File: config.mk
export PLATFORM = sky130hd
export DESIGN_NAME = sample_filter_bank
export DESIGN_NICKNAME = d
export VERILOG_FILES = /design/src/rtl/filter_pkg.sv /design/src/rtl/avg_history.sv /design/src/rtl/sample_filter_bank.sv
export SDC_FILE = /design/constraint.sdc
export NUM_CORES = 1
export LEC_CHECK = 0
export ABC_CLOCK_PERIOD_IN_PS = 4200
export BUFFER_PORTS_ARGS = -buffer_cell sky130_fd_sc_hd__buf_2
export CORE_MARGIN = 8
export CORE_UTILIZATION = 30
export CTS_CLUSTER_SIZE = 8
export DETAILED_ROUTE_END_ITERATION = 12
export MAX_ROUTING_LAYER = met4
export PLACE_DENSITY = 0.5
export SYNTH_ARGS = -nofsm -noshare
export SYNTH_HDL_FRONTEND = slang
export SYNTH_SLANG_ARGS = --single-unit
File: constraint.sdc
create_clock -name clk_i -period 4.2 [get_ports clk_i]
set_input_delay 0 -clock clk_i [delete_from_list [all_inputs] [get_ports clk_i]]
set_output_delay 0 -clock clk_i [all_outputs]
set_load 0.05 [all_outputs]
File: src/rtl/filter_pkg.sv
// ============================================================================
// filter_pkg: shared types and width helpers for sample_filter_bank
// Rev 1.0
// ============================================================================
`default_nettype none

package filter_pkg;

   typedef enum logic [1:0] {
      MODE_ZERO   = 2'd0,
      MODE_BYPASS = 2'd1,
      MODE_AVG    = 2'd2,
      MODE_IIR    = 2'd3
   } mode_e;

   typedef enum logic [1:0] {
      ST_IDLE   = 2'd0,
      ST_READ   = 2'd1,
      ST_UPDATE = 2'd2,
      ST_OUT    = 2'd3
   } state_e;

   localparam int DEF_DATA_W    = 16;
   localparam int DEF_AVG_LOG2  = 3;
   localparam int DEF_IIR_SHIFT = 4;

   // Widths for the default configuration; parameterised instances use the functions.
   localparam int SUM_W = DEF_DATA_W + DEF_AVG_LOG2;
   localparam int ACC_W = DEF_DATA_W + DEF_IIR_SHIFT;

   function automatic int sum_width(input int data_w, input int avg_log2);
      return data_w + avg_log2;
   endfunction

   function automatic int acc_width(input int data_w, input int iir_shift);
      return data_w + iir_shift;
   endfunction

endpackage

`default_nettype wire

File: src/rtl/avg_history.sv
// ============================================================================
// avg_history: per-channel circular sample buffers and running sums
// Rev 1.0
// ============================================================================
`default_nettype none

module avg_history
   import filter_pkg::*;
#(
   parameter int  DATA_W    = 16,
   parameter int  CHANNELS  = 2,
   parameter int  AVG_LOG2  = 3,
   localparam int CH_W      = (CHANNELS > 1) ? $clog2(CHANNELS) : 1,
   localparam int SUM_WIDTH = sum_width(DATA_W, AVG_LOG2)
) (
   input  logic                        clk_i,
   input  logic                        reset_i,
   input  logic                        clear_i,
   input  logic [CH_W-1:0]             rd_ch_i,
   output logic signed [DATA_W-1:0]    oldest_o,
   output logic signed [SUM_WIDTH-1:0] sum_o,
   input  logic                        wr_en_i,
   input  logic [CH_W-1:0]             wr_ch_i,
   input  logic signed [DATA_W-1:0]    wr_data_i,
   input  logic signed [SUM_WIDTH-1:0] wr_sum_i
);

   localparam int DEPTH = 2 ** AVG_LOG2;

   logic signed [DATA_W-1:0]    hist_q [CHANNELS][DEPTH];
   logic        [AVG_LOG2-1:0]  ptr_q  [CHANNELS];
   logic signed [SUM_WIDTH-1:0] sum_q  [CHANNELS];

   // The slot about to be overwritten is the oldest entry in the window.
   always_comb begin
      oldest_o = hist_q[rd_ch_i][ptr_q[rd_ch_i]];
      sum_o    = sum_q[rd_ch_i];
   end

   always_ff @(posedge clk_i) begin
      if (reset_i || clear_i) begin
         for (int c = 0; c < CHANNELS; c++) begin
            for (int i = 0; i < DEPTH; i++) begin
               hist_q[c][i] <= '0;
            end
            ptr_q[c] <= '0;
            sum_q[c] <= '0;
         end
      end else if (wr_en_i) begin
         for (int c = 0; c < CHANNELS; c++) begin
            if (wr_ch_i == CH_W'(c)) begin
               hist_q[c][ptr_q[c]] <= wr_data_i;
               ptr_q[c]            <= ptr_q[c] + AVG_LOG2'(1);
               sum_q[c]            <= wr_sum_i;
            end
         end
      end
   end

endmodule

`default_nettype wire

File: src/rtl/sample_filter_bank.sv
// ============================================================================
// sample_filter_bank: multi-channel zero/bypass/moving-average/IIR filter
// Rev 1.0
// ============================================================================
`default_nettype none

module sample_filter_bank
   import filter_pkg::*;
#(
   parameter int  DATA_W    = 16,
   parameter int  CHANNELS  = 2,
   parameter int  AVG_LOG2  = 3,
   parameter int  IIR_SHIFT = 4,
   localparam int CH_W      = (CHANNELS > 1) ? $clog2(CHANNELS) : 1
) (
   input  logic                     clk_i,
   input  logic                     reset_i,
   input  logic                     valid_i,
   output logic                     ready_o,
   input  logic [CH_W-1:0]          ch_i,
   input  logic signed [DATA_W-1:0] data_i,
   input  logic [1:0]               mode_i,
   input  logic                     clear_i,
   output logic                     valid_o,
   output logic [CH_W-1:0]          ch_o,
   output logic signed [DATA_W-1:0] data_o,
   output logic                     overrun_o
);

   localparam int             SUM_WIDTH = sum_width(DATA_W, AVG_LOG2);
   localparam int             ACC_WIDTH = acc_width(DATA_W, IIR_SHIFT);
   localparam logic [CH_W:0]  NUM_CH    = (CH_W + 1)'(CHANNELS);

   state_e                      state_q, state_d;
   logic [CH_W-1:0]             ch_q;
   logic signed [DATA_W-1:0]    x_q;
   mode_e                       mode_q;
   logic signed [DATA_W-1:0]    oldest_q;
   logic signed [SUM_WIDTH-1:0] sum_rd_q;
   logic signed [ACC_WIDTH-1:0] acc_rd_q;
   logic signed [ACC_WIDTH-1:0] acc_q [CHANNELS];
   logic                        valid_q;
   logic [CH_W-1:0]             ch_out_q;
   logic signed [DATA_W-1:0]    data_out_q;
   logic                        overrun_q;

   logic                        ch_ok;
   logic                        accept;
   logic                        hist_wr;
   logic signed [DATA_W-1:0]    hist_oldest;
   logic signed [SUM_WIDTH-1:0] hist_sum;
   logic signed [SUM_WIDTH-1:0] sum_new;
   logic signed [ACC_WIDTH-1:0] acc_new;
   logic signed [DATA_W-1:0]    filt;

   avg_history #(
      .DATA_W   (DATA_W),
      .CHANNELS (CHANNELS),
      .AVG_LOG2 (AVG_LOG2)
   ) u_avg_history (
      .clk_i     (clk_i),
      .reset_i   (reset_i),
      .clear_i   (clear_i),
      .rd_ch_i   (ch_q),
      .oldest_o  (hist_oldest),
      .sum_o     (hist_sum),
      .wr_en_i   (hist_wr),
      .wr_ch_i   (ch_q),
      .wr_data_i (x_q),
      .wr_sum_i  (sum_new)
   );

   always_comb begin
      state_d = state_q;
      ready_o = (state_q == ST_IDLE) && !reset_i;
      ch_ok   = ({1'b0, ch_i} < NUM_CH);
      accept  = valid_i && (state_q == ST_IDLE) && ch_ok && !clear_i;
      hist_wr = (state_q == ST_UPDATE) && !clear_i;
      case (state_q)
         ST_IDLE:   if (accept) state_d = ST_READ;
         ST_READ:   state_d = ST_UPDATE;
         ST_UPDATE: state_d = ST_OUT;
         ST_OUT:    state_d = ST_IDLE;
         default:   state_d = ST_IDLE;
      endcase
      if (clear_i) state_d = ST_IDLE;
   end

   // Result slices equal an arithmetic shift because SUM/ACC are exactly DATA_W+shift wide.
   always_comb begin
      sum_new = sum_rd_q + SUM_WIDTH'(x_q) - SUM_WIDTH'(oldest_q);
      acc_new = acc_rd_q + ACC_WIDTH'(x_q) - (acc_rd_q >>> IIR_SHIFT);
      filt    = '0;
      case (mode_q)
         MODE_ZERO:   filt = '0;
         MODE_BYPASS: filt = x_q;
         MODE_AVG:    filt = sum_new[AVG_LOG2 +: DATA_W];
         MODE_IIR:    filt = acc_new[IIR_SHIFT +: DATA_W];
         default:     filt = '0;
      endcase
   end

   always_ff @(posedge clk_i) begin
      if (reset_i) begin
         state_q    <= ST_IDLE;
         ch_q       <= '0;
         x_q        <= '0;
         mode_q     <= MODE_ZERO;
         oldest_q   <= '0;
         sum_rd_q   <= '0;
         acc_rd_q   <= '0;
         valid_q    <= 1'b0;
         ch_out_q   <= '0;
         data_out_q <= '0;
         overrun_q  <= 1'b0;
         for (int c = 0; c < CHANNELS; c++) acc_q[c] <= '0;
      end else begin
         state_q <= state_d;
         valid_q <= 1'b0;
         if (accept) begin
            ch_q   <= ch_i;
            x_q    <= data_i;
            mode_q <= mode_e'(mode_i);
         end
         if (clear_i) begin
            overrun_q <= 1'b0;
            for (int c = 0; c < CHANNELS; c++) acc_q[c] <= '0;
         end else begin
            if (valid_i && (state_q != ST_IDLE)) overrun_q <= 1'b1;
            case (state_q)
               ST_READ: begin
                  oldest_q <= hist_oldest;
                  sum_rd_q <= hist_sum;
                  acc_rd_q <= acc_q[ch_q];
               end
               ST_UPDATE: begin
                  acc_q[ch_q] <= acc_new;
                  valid_q     <= 1'b1;
                  ch_out_q    <= ch_q;
                  data_out_q  <= filt;
               end
               default: ;
            endcase
         end
      end
   end

   assign valid_o   = valid_q;
   assign ch_o      = ch_out_q;
   assign data_o    = data_out_q;
   assign overrun_o = overrun_q;

endmodule

`default_nettype wire

==> qor.yml <==
worst_setup_path:
  cpMostUsedCell: "fa_1"
  worst_ep_arrival_time_ns: 4.35
  path_buf_inv: 2
  r2r_start: "x_q[1]"
  reg2reg_to: "data_o[15]"
  crit_family: "compound AO/OA/AOI/OAI gates"
  critical_path_class: "reg -> reg"
  crit_path_start_kind: "register"
  required_ns: 4.67
  cp_cell_sequence: "inv_2 > fa_1 > inv_1 > fa_1 > a211oi_1 > o21ai_2 > o211ai_1 > nand3_1 > a311oi_1 > or3b_2 > o211a_1 > a211oi_2"
  r2r_slack_ns: 0.31
  reg2regPathDepth: 12
  cp_slowest_cell: "a311oi_1"
  cpPeakStageDelay_ns: 0.53
  end_kind: "register"
  cp_max_fo: 11
floorplan:
  dieArea_sq_um: 81500
  core.rowCount: 99
  start_util_pct: 30.1
  coreArea_sq_um: 72500
  dieWidth_microns: 285
  fp.dieH_microns: 285
  top_level_ports: 43
synthesis:
  syn_nets: 1997
  synth_common_cells: "edfxtp_1, nor2_1, mux2i_1, a211oi_1, and2_1"
  synth_warnings: 0
  ys_types: 59
  yosysTopAreaCell: "edfxtp_1"
  synthTopCellsByArea: "edfxtp_1, dfxtp_1, mux2i_1, a211oi_1, and2_1"
  synthCells: 1891
  async_reset_ff_share_pct: 0
  yosysTopAreaCellShare_pct: 46.9
  synth_seq_cells: 436
  synth.cell_area_sq_um: 21800
  synth_most_common_cell: "edfxtp_1"
  synth-main-ff-cell: "edfxtp_1"
  seq_area_frac_synth_pct: 55.7
  avgSynthCellArea_sq_um: 11.5
  synth_edf_count: 340
drt:
  wl_met3_microns: 4180
  drtAntennaViolNets: 0
  drt_iter0_markers: 1224
  first_pass_iters: 5
  drcViolationCount: 0
  drt-wirelength-per-cell_microns: 23.1
  routed_wl_microns: 68700
  m1WireLength_microns: 30500
  num_vias: 15300
  post_drt_via_cell_ratio: 5.15
  top_layer: "met4"
  wl_met2_microns: 31800
sta:
  setup_violations: 0
  slew_viol_final: 0
  clock_skew_ns: 0.0350
  fin_tns_setup_ns: 0
  worst_pin_slew_ns: 1.17
  rsz0062_at_grt: "false"
  fmax_mhz: 257
  setup_slack_ns: 0.312
  hold_viol_final: 0
  max-slew-margin-rel_pct: 21.9
  post-route-period-util_pct: 92.6
  fin_crit_ns: 3.89
clocking:
  tritoncts: "yes"
  cts-root-buf: "clkbuf_16"
  clk_path_buf_depth: 3
  clkLatencyLatePin_ns: 0.63
  cts.sinks: 436
  cts_resized: 0
  path_clk_slew_ns: 0.05
  numCtsBuffers: 60
  cts_setup_buffers: 0
  cts_hold_buf: 30
  htreeDepth: 2
place:
  dpl_worst_slack_ns: 0.393
  portBuffers: 42
  dp_hpwl_microns: 45200
  place.gp.congestion: 0.878
layout:
  nFillCells: 7203
  drive_above_1_share_pct: 12.9
  area_delta_synth_final_pct: 17.1
  layout.nets: 2072
min_path:
  hp-start: "data_i[12]"
  hold_depth: 4
  holdPathEnd: "x_q[12]"
  hold_class: "in -> reg"
global_route:
  overflow: 0
  grt_pass1_wl_microns: 103000
  antenna_found_initial: 3
  first_global_vias: 16000
  grt_max_degree: 66
  track_usage_pct: 17.1
flow_run:
  drv_cap: 0
status:
  status: "finished, final reports clean"
power_and_ir_drop:
  p_per_area_nw_per_um2: 433
  vdd_drop_max_uv: 294
  cellLeakagePower_nw: 9.18
how the worst max path moves through the flow:
| stage | startpoint | end | slack [ns] | cells past startpoint |
|---|---|---|---|---|
| after CTS | x_q[1] | data_o[15] | 0.36 | 12 |
| after global placement | x_q[8] | data_o[11] | 0.47 | 12 |
| after detailed placement | x_q[1] | data_o[15] | 0.39 | 12 |
| after global routing | x_q[1] | acc_q[0][18] | 0.07 | 12 |
| final | x_q[1] | data_o[15] | 0.31 | 12 |
| after floorplan | x_q[1] | data_o[15] | 0.96 | 13 |
stage by stage:
stage,hold slack (ns),instance area (sq um),std cells,util [%],power (mW)
6_report,0.154,25500,2978,35.2,11.1
5_1_grt,0.166,25500,2978,35.2,11.5
4_1_cts,0.128,25500,2977,35.2,11.1
3_5_place_dp,0.245,23400,2833,32.3,6.50
3_3_place_gp,0.242,23400,2833,32.3,6.48
2_1_floorplan,0.0793,21800,1891,-,5.96
sequential cells by signal, summed over array words and instances, names as in the netlist, named ones only:
register	cells
acc_q	40
acc_rd_q	20
ch_o	1
ch_q	1
data_o	16
mode_q	2
oldest_q	16
overrun_o	1
state_q	2
sum_rd_q	19
u_avg_history.hist_q	256
u_avg_history.ptr_q	6
u_avg_history.sum_q	38
valid_o	1
x_q	16
placed cells by master, fill, tap and decap left out, types with 6 or more instances in the layout:
cell type	n
edfxtp_1	340
nor2_1	147
mux2i_1	142
a211oi_1	128
and2_1	119
inv_1	117
nor4_1	100
dfxtp_1	94
buf_4	91
a21oi_1	89
nand2_1	68
nor3_1	62
clkbuf_16	61
clkbuf_1	50
ha_1	46
buf_2	41
fa_1	37
nor2b_1	36
dlygate4sd3_1	30
xnor2_1	26
o21ai_0	23
mux4_2	16
inv_2	15
xor2_1	15
nand2b_1	13
a21o_1	9
nand3_1	8
and3_1	7
o31ai_2	6
a221oi_1	6
worst min-delay path, cell delays in order:
cell and delay [ns]:
dlygate4sd3_1 0.52, buf_2 0.12, nand2_1 0.04, a21oi_1 0.05
logic make-up after synthesis:
| kind of cell | after synthesis | synth area share, % |
|---|---|---|
| and+or+nand+nor | 579 | 13.9 |
| DFF | 436 | 55.7 |
| AOI/OAI and AO/OA | 307 | 9.44 |
| buffers and inverters | 285 | 5.00 |
| muxes | 160 | 8.27 |
| adders and majority gates | 83 | 6.04 |
| xor gates and xnor gates | 41 | 1.65 |
power breakdown:
group          leakage (nW)  internal (mW)  switching (mW)
logic                  3.78          0.537            1.02
registers              4.57           4.80          0.0830
clock network         0.834           2.73            1.89
cell type report:
| type | instances | area (sq um) | share of cell area, % |
|---|---|---|---|
| clock inverter | 2 | 38.8 | 0.152 |
| multi-input combinational | 1170 | 8670 | 34.0 |
| clock buffer | 112 | 1730 | 6.77 |
| antenna | 1 | 2.50 | 0.00981 |
| sequential | 436 | 12100 | 47.6 |
| tap | 959 | 1200 | 4.70 |
| inverter | 134 | 503 | 1.97 |
| timing repair buffer | 164 | 1230 | 4.82 |
metal layers:
| layer | GRT usage, % | vias up |
|---|---|---|
| met3 | 3.38 | 124 |
| met2 | 26.8 | 533 |
| met5 | - | - |
| met1 | 22.1 | 7638 |
| li1 | - | 7034 |
| met4 | 5.57 | 0 |
Power figures use the tool's default switching activity.
